--- config.mk ---
export PLATFORM = sky130hd
export DESIGN_NAME = watch_mode_display_controller
export DESIGN_NICKNAME = d
export VERILOG_FILES = /design/src/rtl/watch_mode_display_controller.sv
export SDC_FILE = /design/constraint.sdc
export NUM_CORES = 1
export LEC_CHECK = 0
export ABC_CLOCK_PERIOD_IN_PS = 2400
export CELL_PAD_IN_SITES_DETAIL_PLACEMENT = 0
export CELL_PAD_IN_SITES_GLOBAL_PLACEMENT = 1
export CORE_MARGIN = 1.5
export CORE_UTILIZATION = 35
export CTS_BUF_LIST = sky130_fd_sc_hd__clkbuf_8
export DETAILED_ROUTE_END_ITERATION = 16
export GPL_ROUTABILITY_DRIVEN = 0
export PLACE_DENSITY_LB_ADDON = 0.1
export SLEW_MARGIN = 15
export SYNTH_ARGS = -nofsm -noshare
export SYNTH_HDL_FRONTEND = slang
export SYNTH_SLANG_ARGS = --single-unit
--- constraint.sdc ---
create_clock -name clk -period 2.4 [get_ports clk]
set_clock_uncertainty 0.2 [all_clocks]
set_input_delay 0.48 -clock clk [delete_from_list [all_inputs] [get_ports clk]]
set_output_delay 0.48 -clock clk [all_outputs]
set_load 0.02 [all_outputs]
--- src/rtl/watch_mode_display_controller.sv ---
// Top-level sequencer for the multifunction watch: mode FSM, button routing,
// display value selection, digit scan and cook-timeout blinking.
module watch_mode_display_controller #(
    parameter int unsigned SCAN_DIV  = 17,
    parameter int unsigned BLINK_DIV = 26
) (
    input  logic        clk,
    input  logic        reset_p,
    input  logic        mode_btn_pedge,
    input  logic [3:0]  btn_in,
    input  logic [15:0] watch_value,
    input  logic [15:0] stop_value,
    input  logic [15:0] cook_value,
    input  logic        cook_timeout,
    output logic [3:0]  watch_btn,
    output logic [3:0]  stop_btn,
    output logic [3:0]  cook_btn,
    output logic [1:0]  mode,
    output logic [2:0]  mode_led,
    output logic [3:0]  com,
    output logic [3:0]  hex_digit
);

    typedef enum logic [1:0] {
        StWatch = 2'b00,
        StStop  = 2'b01,
        StCook  = 2'b10
    } mode_e;

    mode_e                mode_q, mode_d;
    logic [2:0]           led_d;
    logic                 suppress_q;
    logic [SCAN_DIV-1:0]  scan_cnt_q;
    logic [BLINK_DIV-1:0] blink_cnt_q;
    logic [3:0]           com_ring_q;
    logic [15:0]          value_sel;

    // The timeout overrides the mode button unconditionally.
    always_comb begin
        mode_d = mode_q;
        if (cook_timeout) begin
            mode_d = StCook;
        end else if (mode_btn_pedge) begin
            unique case (mode_q)
                StWatch: mode_d = StStop;
                StStop:  mode_d = StCook;
                StCook:  mode_d = StWatch;
                default: mode_d = StWatch;
            endcase
        end
    end

    always_comb begin
        led_d = 3'b001;
        unique case (mode_d)
            StWatch: led_d = 3'b001;
            StStop:  led_d = 3'b010;
            StCook:  led_d = 3'b100;
            default: led_d = 3'b001;
        endcase
    end

    always_ff @(posedge clk) begin
        if (reset_p) begin
            mode_q      <= StWatch;
            mode_led    <= 3'b001;
            suppress_q  <= 1'b1;
            scan_cnt_q  <= '0;
            blink_cnt_q <= '0;
            com_ring_q  <= 4'b1110;
        end else begin
            mode_q     <= mode_d;
            mode_led   <= led_d;
            // A mode change blocks buttons until every button has been released.
            suppress_q <= (mode_d != mode_q) | (suppress_q & (btn_in != 4'b0000));
            scan_cnt_q <= scan_cnt_q + 1'b1;
            if (&scan_cnt_q) begin
                com_ring_q <= {com_ring_q[2:0], com_ring_q[3]};
            end
            blink_cnt_q <= cook_timeout ? blink_cnt_q + 1'b1 : '0;
        end
    end

    assign mode = mode_q;

    always_comb begin
        watch_btn = 4'b0000;
        stop_btn  = 4'b0000;
        cook_btn  = 4'b0000;
        if (!suppress_q) begin
            unique case (mode_q)
                StWatch: watch_btn = btn_in;
                StStop:  stop_btn  = btn_in;
                StCook:  cook_btn  = btn_in;
                default: ;
            endcase
        end
    end

    always_comb begin
        value_sel = watch_value;
        unique case (mode_q)
            StWatch: value_sel = watch_value;
            StStop:  value_sel = stop_value;
            StCook:  value_sel = cook_value;
            default: value_sel = watch_value;
        endcase
    end

    always_comb begin
        hex_digit = 4'h0;
        unique case (com_ring_q)
            4'b1110: hex_digit = value_sel[3:0];
            4'b1101: hex_digit = value_sel[7:4];
            4'b1011: hex_digit = value_sel[11:8];
            4'b0111: hex_digit = value_sel[15:12];
            default: hex_digit = 4'h0;
        endcase
    end

    // Blanking only masks the output; the scan ring keeps rotating underneath.
    assign com = (cook_timeout && blink_cnt_q[BLINK_DIV-1]) ? 4'b1111 : com_ring_q;

endmodule

==> run summary, run 1 <==
The summed negative setup slack over all endpoints is -0.123 ns. The library cells used most frequently in the layout, excluding fill and tap cells, are sky130_fd_sc_hd__clkdlybuf4s50_1, sky130_fd_sc_hd__dfxtp_1, sky130_fd_sc_hd__buf_4. At the placement stage, the worst setup path has a slack of -0.370 ns.

The startpoint identified for the worst hold timing path is blink_cnt_q[0]$_SDFF_PP0_. Sorting the synthesized cells by area gives the leading types as sky130_fd_sc_hd__dfxtp_1, sky130_fd_sc_hd__a22oi_1, sky130_fd_sc_hd__nor2_1. In this run, CTS created clock tree buffers numbering 5.

The reported leakage power came out at 1.48 nW. The DRC violation count after routing is 0. The fraction of layout cells with a size suffix above 1 came out at 23.0%. The routed wirelength normalized by instance count came out at 14.0 um. The endpoint of the worst hold-timing path is blink_cnt_q[0]$_SDFF_PP0_.

After clock tree synthesis, the clock-pin slew on the worst setup and hold paths is 0.10 ns. The CTS tree is built. Summed over all layers, the global routing overflow is 0.

Counting every instance in the synthesized netlist gives 340. The worst setup path is launched from a flip-flop. The die is 93.6 um wide. In this run the power density over the cells is 454 nW/um^2. From bottom edge to top edge, the die measures 93.6 um. The headroom to the max-slew limit is 65.0%.

Summed over all layers, the routed wires come to 7680 um. The area overhead of the layout relative to synthesis is 47.8%. The smallest clock period supported by the final layout is computed as 2.45 ns.

The critical path starts at mode[0]$_SDFF_PP0_. The I/O pin total is 81. The final cycle utilization of the critical path is 102%. The most common cell after layout, fill and taps aside is sky130_fd_sc_hd__clkdlybuf4s50_1. The kind of path behind the tightest hold check is reg2reg. The number of nets in the synthesized netlist is 405.

The count of cell types in the netlist is 43. The peak ir drop on the vdd network came out at 387 uV. The clock passes through at most 2 buffers. In this run the critical register-to-register path is captured at mode_led[0]$_SDFF_PP1_. The initial antenna violation count is 0. The floorplan die area came out at 8760 um^2. The critical path goes through inv_4 > ha_4 > buf_4 > a22oi_1 > o22ai_1 > o31a_1 > buf_6.

The worst setup slack after layout is -0.0548 ns. The delay of the slowest cell on the worst path is 0.40 ns. The peak clock frequency supported by timing is 0.407 GHz. The final reports fail on setup timing. The area of the mapped netlist is 2870 um^2. The core area came out at 7850 um^2. For this configuration, the core starts out at a cell density of 36.6%.

The number of hold-repair buffers added at the cts stage came out at 0. The share of flip-flops with an asynchronous set or reset after synthesis came out at 0%. The largest net degree at the start of global routing is 26. The setup check on the worst reg-to-reg path leaves a slack of 0.18 ns.

Once placement completed, the tool counted placed cells totaling 535. The number of iterations in the first detailed-routing pass came out at 4. The level count of the clock H-tree came out at 2. For this run, the number of standard cells in the final layout without fillers is 550. The via count of the first global-routing pass came out at 2,624.

The number of nets with antenna violations after routing came out at 0. For this design, the slowest cell found on the critical path is sky130_fd_sc_hd__dfxtp_4. The worst flop-to-flop path startpoint is mode[0]$_SDFF_PP0_. Along the worst hold path, the cell count comes to 1. The maximum fanout along the worst path came out at 7. Of the post-synthesis cell area, the dominant cell type holds 36.9%. The number of port buffers is 80. The final number of hold-violating endpoints is 0.

For this run, the number of Yosys warnings is 0. The first-pass GRT wire length came out at 12,600 um. The number of enable flip-flop cells after synthesis is 0.

The kind of end point of the critical path is an output port. 0 antenna diodes ended up in the layout. The run finished, with violations left.

The mean instance size in the synthesized netlist is 8.45 um^2. Grouping stages by cell kind, the critical path spends the most delay in compound AO/OA/AOI/OAI gates. After synthesis the netlist holds a flip-flop and latch count of 53. The detailed placer's ending HPWL is 5670 um.

In the synthesized netlist the dominant register cell turns out to be sky130_fd_sc_hd__dfxtp_1. At the later pin of the worst-skew pair, clock insertion delay measures 0.30 ns. The largest total area in the synthesized netlist belongs to sky130_fd_sc_hd__dfxtp_1. Setup repair after global routing could not meet its margin everywhere. The number of cells on the worst reg-to-reg path came out at 8. The critical path contains buffers and inverters numbering 3 combined. The count of endpoints failing setup in the final report came out at 4. The worst path required time came out at 1.72 ns. The via count of the routed design came out at 2,821. The number of max-cap violations is 0. The floorplan has 32 rows. The post-layout net count is 512.

The detailed router's first-iteration violation count is 102. Hold is met by 0.270 ns. By startpoint and endpoint, the worst setup path is classified as reg2out. The max-slew violation total from the final report came out at 0.

The tree is rooted in a sky130_fd_sc_hd__clkbuf_8. The sequential cell area fraction in the yosys report came out at 36.9%. The measured slew at the worst slew-check pin is 0.521 ns. The post-detailed-route via-to-cell ratio came out at 5.13. The utilization after layout is 54.1%. STA puts the critical path data arrival time at 1.77 ns. The count of clock tree sinks is 53. The global router's overall resource usage is 18.0%.
==> routing by layer <==
metal,vias up,global-route usage [%],share of wire (%)
li1,1452,-,-
met1,1288,23.4,47
met2,75,29.4,44
met3,6,4.88,8.0
met4,0,4.60,1.0
met5,-,0,0
==> timing repair <==
item | in CTS | in global routing
setup endpoints to repair | 20 | 16
buffers inserted | 8 | 1
gates cloned | 0 | 0
gates resized for setup | 86 | 22
pin swaps | 12 | 3
==> worst max path at each step <==
stage	cells past startpoint	endpoint	slack (ns)
6_report	7	hex_digit[3]	-0.05
5_1_grt	8	hex_digit[1]	-0.15
4_1_cts	7	hex_digit[0]	-0.07
3_5_place_dp	5	hex_digit[3]	-0.37
3_3_place_gp	5	hex_digit[3]	-0.35
2_1_floorplan	7	hex_digit[0]	0.004
==> layout make-up <==
| type | instances | area [um^2] |
|---|---|---|
| clock buffer | 5 | 68.8 |
| clock inverter | 3 | 65.1 |
| fill | 738 | 3600 |
| inverter | 10 | 42.5 |
| multi-input combinational | 261 | 1850 |
| sequential | 53 | 1070 |
| tap | 102 | 128 |
| timing repair buffer | 116 | 1020 |
==> power by group <==
part / total [mW] / leakage [nW] / switching (mW) / internal (mW)
registers: 0.900 / 0.429 / 0.0109 / 0.890
logic: 0.322 / 0.984 / 0.127 / 0.195
clock network: 0.704 / 0.0681 / 0.290 / 0.414
total: 1.93 / 1.48 / 0.428 / 1.50
==> synth_stat cells (5+ instances only) <==
master and instances:
sky130_fd_sc_hd__o21ai_0 12, sky130_fd_sc_hd__a21oi_1 15, sky130_fd_sc_hd__nor2_1 35, sky130_fd_sc_hd__nand2b_1 6, sky130_fd_sc_hd__ha_1 9, sky130_fd_sc_hd__dfxtp_1 53
sky130_fd_sc_hd__nand3_1 13, sky130_fd_sc_hd__and2_1 13, sky130_fd_sc_hd__o22ai_1 8, sky130_fd_sc_hd__nor3_1 8, sky130_fd_sc_hd__nand2_1 14, sky130_fd_sc_hd__nand4_1 10
sky130_fd_sc_hd__clkbuf_1 15, sky130_fd_sc_hd__xnor2_1 14, sky130_fd_sc_hd__a22oi_1 22, sky130_fd_sc_hd__nor4_1 5, sky130_fd_sc_hd__nor2b_1 16, sky130_fd_sc_hd__inv_1 10
sky130_fd_sc_hd__xor2_1 9
==> kinds of logic (layout without fill, tap and decap cells) <==
kind of cell	count (synthesis)	in the layout	synth area share, %
xor gates and xnor gates	23	23	7.02
muxes	3	3	1.09
AOI/OAI and AO/OA	74	74	17.0
DFF	53	53	36.9
and+or+nand+nor	152	152	30.4
buffers and inverters	26	134	3.66
adders and majority gates	9	9	3.92
==> state kept, by name (all words and copies together), names as in the netlist <==
signal       flops
blink_cnt_q     26
com_ring_q       4
mode             2
suppress_q       1
mode_led         3
scan_cnt_q      17
==> metrics by stage <==
step	power [mW]	cell area [um^2]
3_3_place_gp	1.21	3990
4_1_cts	1.95	4270
3_5_place_dp	1.21	3990
2_1_floorplan	1.03	2890
6_report	1.93	4240
5_1_grt	2.03	4240
No activity file was read; power rests on OpenSTA's default activity.
==> run 2, diff against run 1 <==
--- a/config.mk
+++ b/config.mk
@@ -18,3 +18,4 @@
 export SYNTH_ARGS = -nofsm -noshare
 export SYNTH_HDL_FRONTEND = slang
 export SYNTH_SLANG_ARGS = --single-unit
+export TNS_END_PERCENT = 10
==> run 2 against run 1 <==
  * The flow still finishes with violations (setup timing)
  * Non-clock buffer count down 1
  * Final cell count down 0.18%
  * Combinational power down 4%
  * Fmax down 0.42%
  * Clock-buffer cell count unchanged
  * Worst setup slack worse by 0.010 ns
  * Utilization down 0.72 points
  * Register-to-register slack about the same
  * Via count down 0.32%
  * Die area unchanged
  * Sequential cell count unchanged
  * Sequential share of layout area up 0.31 points
  * Critical path type unchanged
  * Largest power group unchanged
  * Highest routed layer unchanged
==> run summary, run 2 (synthesis results as in run 1) <==
Setup repair after global routing could not meet its margin everywhere. The data arrival time of the critical path is 1.79 ns (+0.02 ns). The number of iterations in the first detailed-routing pass came to 4 (unchanged). The switching power total came to 423 uW (-1.1%). The number of buffers created by CTS is 5 (unchanged).

STA classifies the critical path startpoint as a flip-flop. The final worst hold slack was 0.270 ns (+0.000132 ns). The count of clock tree sinks is 53 (unchanged). The level count of the clock H-tree came out at 2 (unchanged). The final number of hold-violating endpoints is 0 (unchanged). In the layout the commonest cells are sky130_fd_sc_hd__clkdlybuf4s50_1, sky130_fd_sc_hd__dfxtp_1, sky130_fd_sc_hd__nor2_1.

The number of flip-flops under the largest register name is 26 (unchanged). The number of max-cap violations is 0 (unchanged). In this run the critical register-to-register path is captured at mode_led[0]$_SDFF_PP1_. The switching share of power is 22.1% (-0.077 points).

The final instance area is 4190 um^2 (-1.3%). The reported leakage power came out at 1.47 nW (-0.86%). The peak ir drop on the vdd network was 387 uV (about the same). The first-pass GRT wire length came out at 12,500 um (-0.21%). The final reports fail on setup timing. The number of antenna diodes was 0 (unchanged). The largest net degree at the start of global routing is 26 (unchanged). The vertical extent of the die came out at 93.6 um (unchanged). The measured slew at the worst slew-check pin is 0.521 ns (-0.000000119 ns).

The sequential fraction of design power was 47.1% (+0.4 points). The summed negative setup slack over all endpoints came to -0.149 ns (-0.0256 ns). The critical path is of the reg2out type. TritonCTS built the clock tree. The part of the total power dissipated in combinational logic is 16.1% (-0.6 points). The later-pin clock latency in the skew report is 0.30 ns (about the same). The initial core utilization is 36.6% (unchanged).

The fraction of layout cells with a size suffix above 1 came out at 21.3% (-1.7 points). The register clock-pin slew on the reported worst setup and hold paths was 0.10 ns (about the same). The kind of end point of the critical path is an output port. The peak clock frequency supported by timing came out at 0.406 GHz (-0.42%). The final cycle utilization of the critical path came out at 103% (+0.43 points).

The final wirelength came out at 7630 um (-0.70%). The power per cell area came to 457 nW/um^2 (+0.58%). The worst path required time came out at 1.72 ns (about the same). The core area came out at 7850 um^2 (unchanged). The number of hold-repair buffers added at the cts stage is 0 (unchanged). The via count of the routed design came out at 2,812 (-0.32%). The maximum clock insertion buffer count is 2 (unchanged).

The clock tree root buffer cell is sky130_fd_sc_hd__clkbuf_8. The I/O pin total was 81 (unchanged). The reg-to-reg setup timing slack was 0.17 ns (about the same). The number of port buffers is 80 (unchanged). The floorplan die area is 8760 um^2 (unchanged). The number of standard cells in the final layout excluding fillers was 549 (-0.18%).

The register bank with the most flops is blink_cnt_q. The clock period minus worst slack is 2.47 ns (+0.0104 ns). The global router's overall resource usage is 18.0% (-0.051 points).

The worst setup slack after layout is -0.0652 ns (-0.0104 ns). The post-layout net count was 511 (-0.20%). The initial antenna violation count came out at 0 (unchanged). The via count of the first global-routing pass was 2,618 (-0.23%). The die extent in x came out at 93.6 um (unchanged).

The max-slew violation total from the final report came out at 0 (unchanged). The clock network fraction of total power is 36.8% (+0.3 points). The routed wirelength normalized by instance count came out at 13.9 um (-0.52%). Following the worst setup path forward leads to its endpoint at hex_digit[3].

The run finished, with violations left. The post-detailed-route via-to-cell ratio came out at 5.12 (-0.14%). The sum of overflow across all layers after global routing came out at 0 (unchanged). The standard-cell row count came out at 32 (unchanged). The count of endpoints failing setup in the final report came out at 4 (unchanged). The total instance count after detailed placement came to 535 (unchanged). In this run the worst setup path begins at mode[0]$_SDFF_PP0_. The placed cell area came out at 3990 um^2 (unchanged). The tightest min-delay check is of the reg2reg type. The library cell used most frequently in the layout, excluding fill and tap cells, is sky130_fd_sc_hd__clkdlybuf4s50_1. The worst flop-to-flop path startpoint is mode[0]$_SDFF_PP0_. The internal power contribution is 1.49 mW (-0.65%). The largest registers in the layout are blink_cnt_q (26), scan_cnt_q (17), com_ring_q (4). The headroom to the max-slew limit is 65.0% (unchanged). The number of cells on the worst reg-to-reg path is 8 (unchanged).

From synthesis to final layout, the design area changed by 45.8%. The number of nets with antenna violations after routing came out at 0 (unchanged). The detailed placer's ending HPWL came out at 5670 um (unchanged). The detailed router's first-iteration violation count was 104 (+2.0%). The DRC violation count after routing was 0 (unchanged).

The maximum fanout along the worst path is 8 (+1). The cell count of the worst hold path came out at 1 (unchanged).
[run 2: cell types whose count changed in the layout (fill, tap and decap cells not counted), moves of 2 or more]
cell                      previous run  this run
sky130_fd_sc_hd__a22oi_1            11        16
sky130_fd_sc_hd__a22oi_2            11         6
sky130_fd_sc_hd__buf_2               4         6
sky130_fd_sc_hd__buf_4              36        34
sky130_fd_sc_hd__buf_8               2         0
[run 2: how the worst min path moves through the flow]
| stage | start | to | slack, ns |
|---|---|---|---|
| 3_5_place_dp | blink_cnt_q[0]$_SDFF_PP0_ | blink_cnt_q[0]$_SDFF_PP0_ | 0.25 |
| 6_report | blink_cnt_q[0]$_SDFF_PP0_ | blink_cnt_q[0]$_SDFF_PP0_ | 0.27 |
| 5_1_grt | blink_cnt_q[23]$_SDFF_PP0_ | blink_cnt_q[23]$_SDFF_PP0_ | 0.30 |
| 4_1_cts | blink_cnt_q[0]$_SDFF_PP0_ | blink_cnt_q[0]$_SDFF_PP0_ | 0.28 |
| 3_3_place_gp | blink_cnt_q[0]$_SDFF_PP0_ | blink_cnt_q[0]$_SDFF_PP0_ | 0.24 |
| 2_1_floorplan | blink_cnt_q[0]$_SDFF_PP0_ | blink_cnt_q[0]$_SDFF_PP0_ | 0.23 |
[run 2: repair_timing]
item,CTS,global route
pin swaps,8,1
resized for setup,75,21
setup buffers,8,0
endpoints found under the setup margin,20,16
[run 2: worst max-delay path, stage by stage, from the launching register on]
cell	delay [ns]
sky130_fd_sc_hd__dfxtp_4	0.40
sky130_fd_sc_hd__inv_4	0.04
sky130_fd_sc_hd__ha_4	0.19
sky130_fd_sc_hd__buf_4	0.14
sky130_fd_sc_hd__a22oi_2	0.16
sky130_fd_sc_hd__o22ai_1	0.11
sky130_fd_sc_hd__o31a_1	0.29
sky130_fd_sc_hd__buf_2	0.16
[run 2: power by group through the flow]
stage | Clock, mW | Combinational (mW) | Sequential [mW]
detailed placement | 0 | 0.289 | 0.920
floorplan | 0 | 0.101 | 0.926
global placement | 0 | 0.287 | 0.920
finish | 0.704 | 0.308 | 0.901
CTS | 0.724 | 0.307 | 0.901
global route | 0.775 | 0.332 | 0.903
[run 2: final cells by class]
cell class,count,area [um^2]
Inverter,10,42.5
Multi-Input combinational cell,261,1820
Sequential cell,53,1070
Clock buffer,5,68.8
Fill cell,749,3660
Timing Repair Buffer,115,995
Clock inverter,3,65.1
Tap cell,102,128
[run 2: routing by layer]
metal | wire, um | vias to the layer above | GRT usage [%]
met5 | 0 | - | 0
met4 | 80 | 0 | 4.60
met3 | 568 | 6 | 4.72
met2 | 3280 | 79 | 29.0
met1 | 3690 | 1275 | 23.7
li1 | - | 1452 | -
[run 2: per-stage QoR]
step	utilization, %	setup slack (ns)	power (mW)
after floorplan	-	0.00409	1.03
after CTS	53.8	-0.0670	1.93
after detailed placement	50.8	-0.370	1.21
after global routing	53.3	-0.155	2.01
final	53.3	-0.0652	1.91
after global placement	50.8	-0.348	1.21
==> run 3, diff against run 2 <==
--- a/config.mk
+++ b/config.mk
@@ -11,6 +11,7 @@
 export CORE_MARGIN = 1.5
 export CORE_UTILIZATION = 35
 export CTS_BUF_LIST = sky130_fd_sc_hd__clkbuf_8
+export CTS_CLUSTER_SIZE = 40
 export DETAILED_ROUTE_END_ITERATION = 16
 export GPL_ROUTABILITY_DRIVEN = 0
 export PLACE_DENSITY_LB_ADDON = 0.1
==> results of run 3 <==
Same layout as run 2: the final DEF is identical, and so are final timing and power.
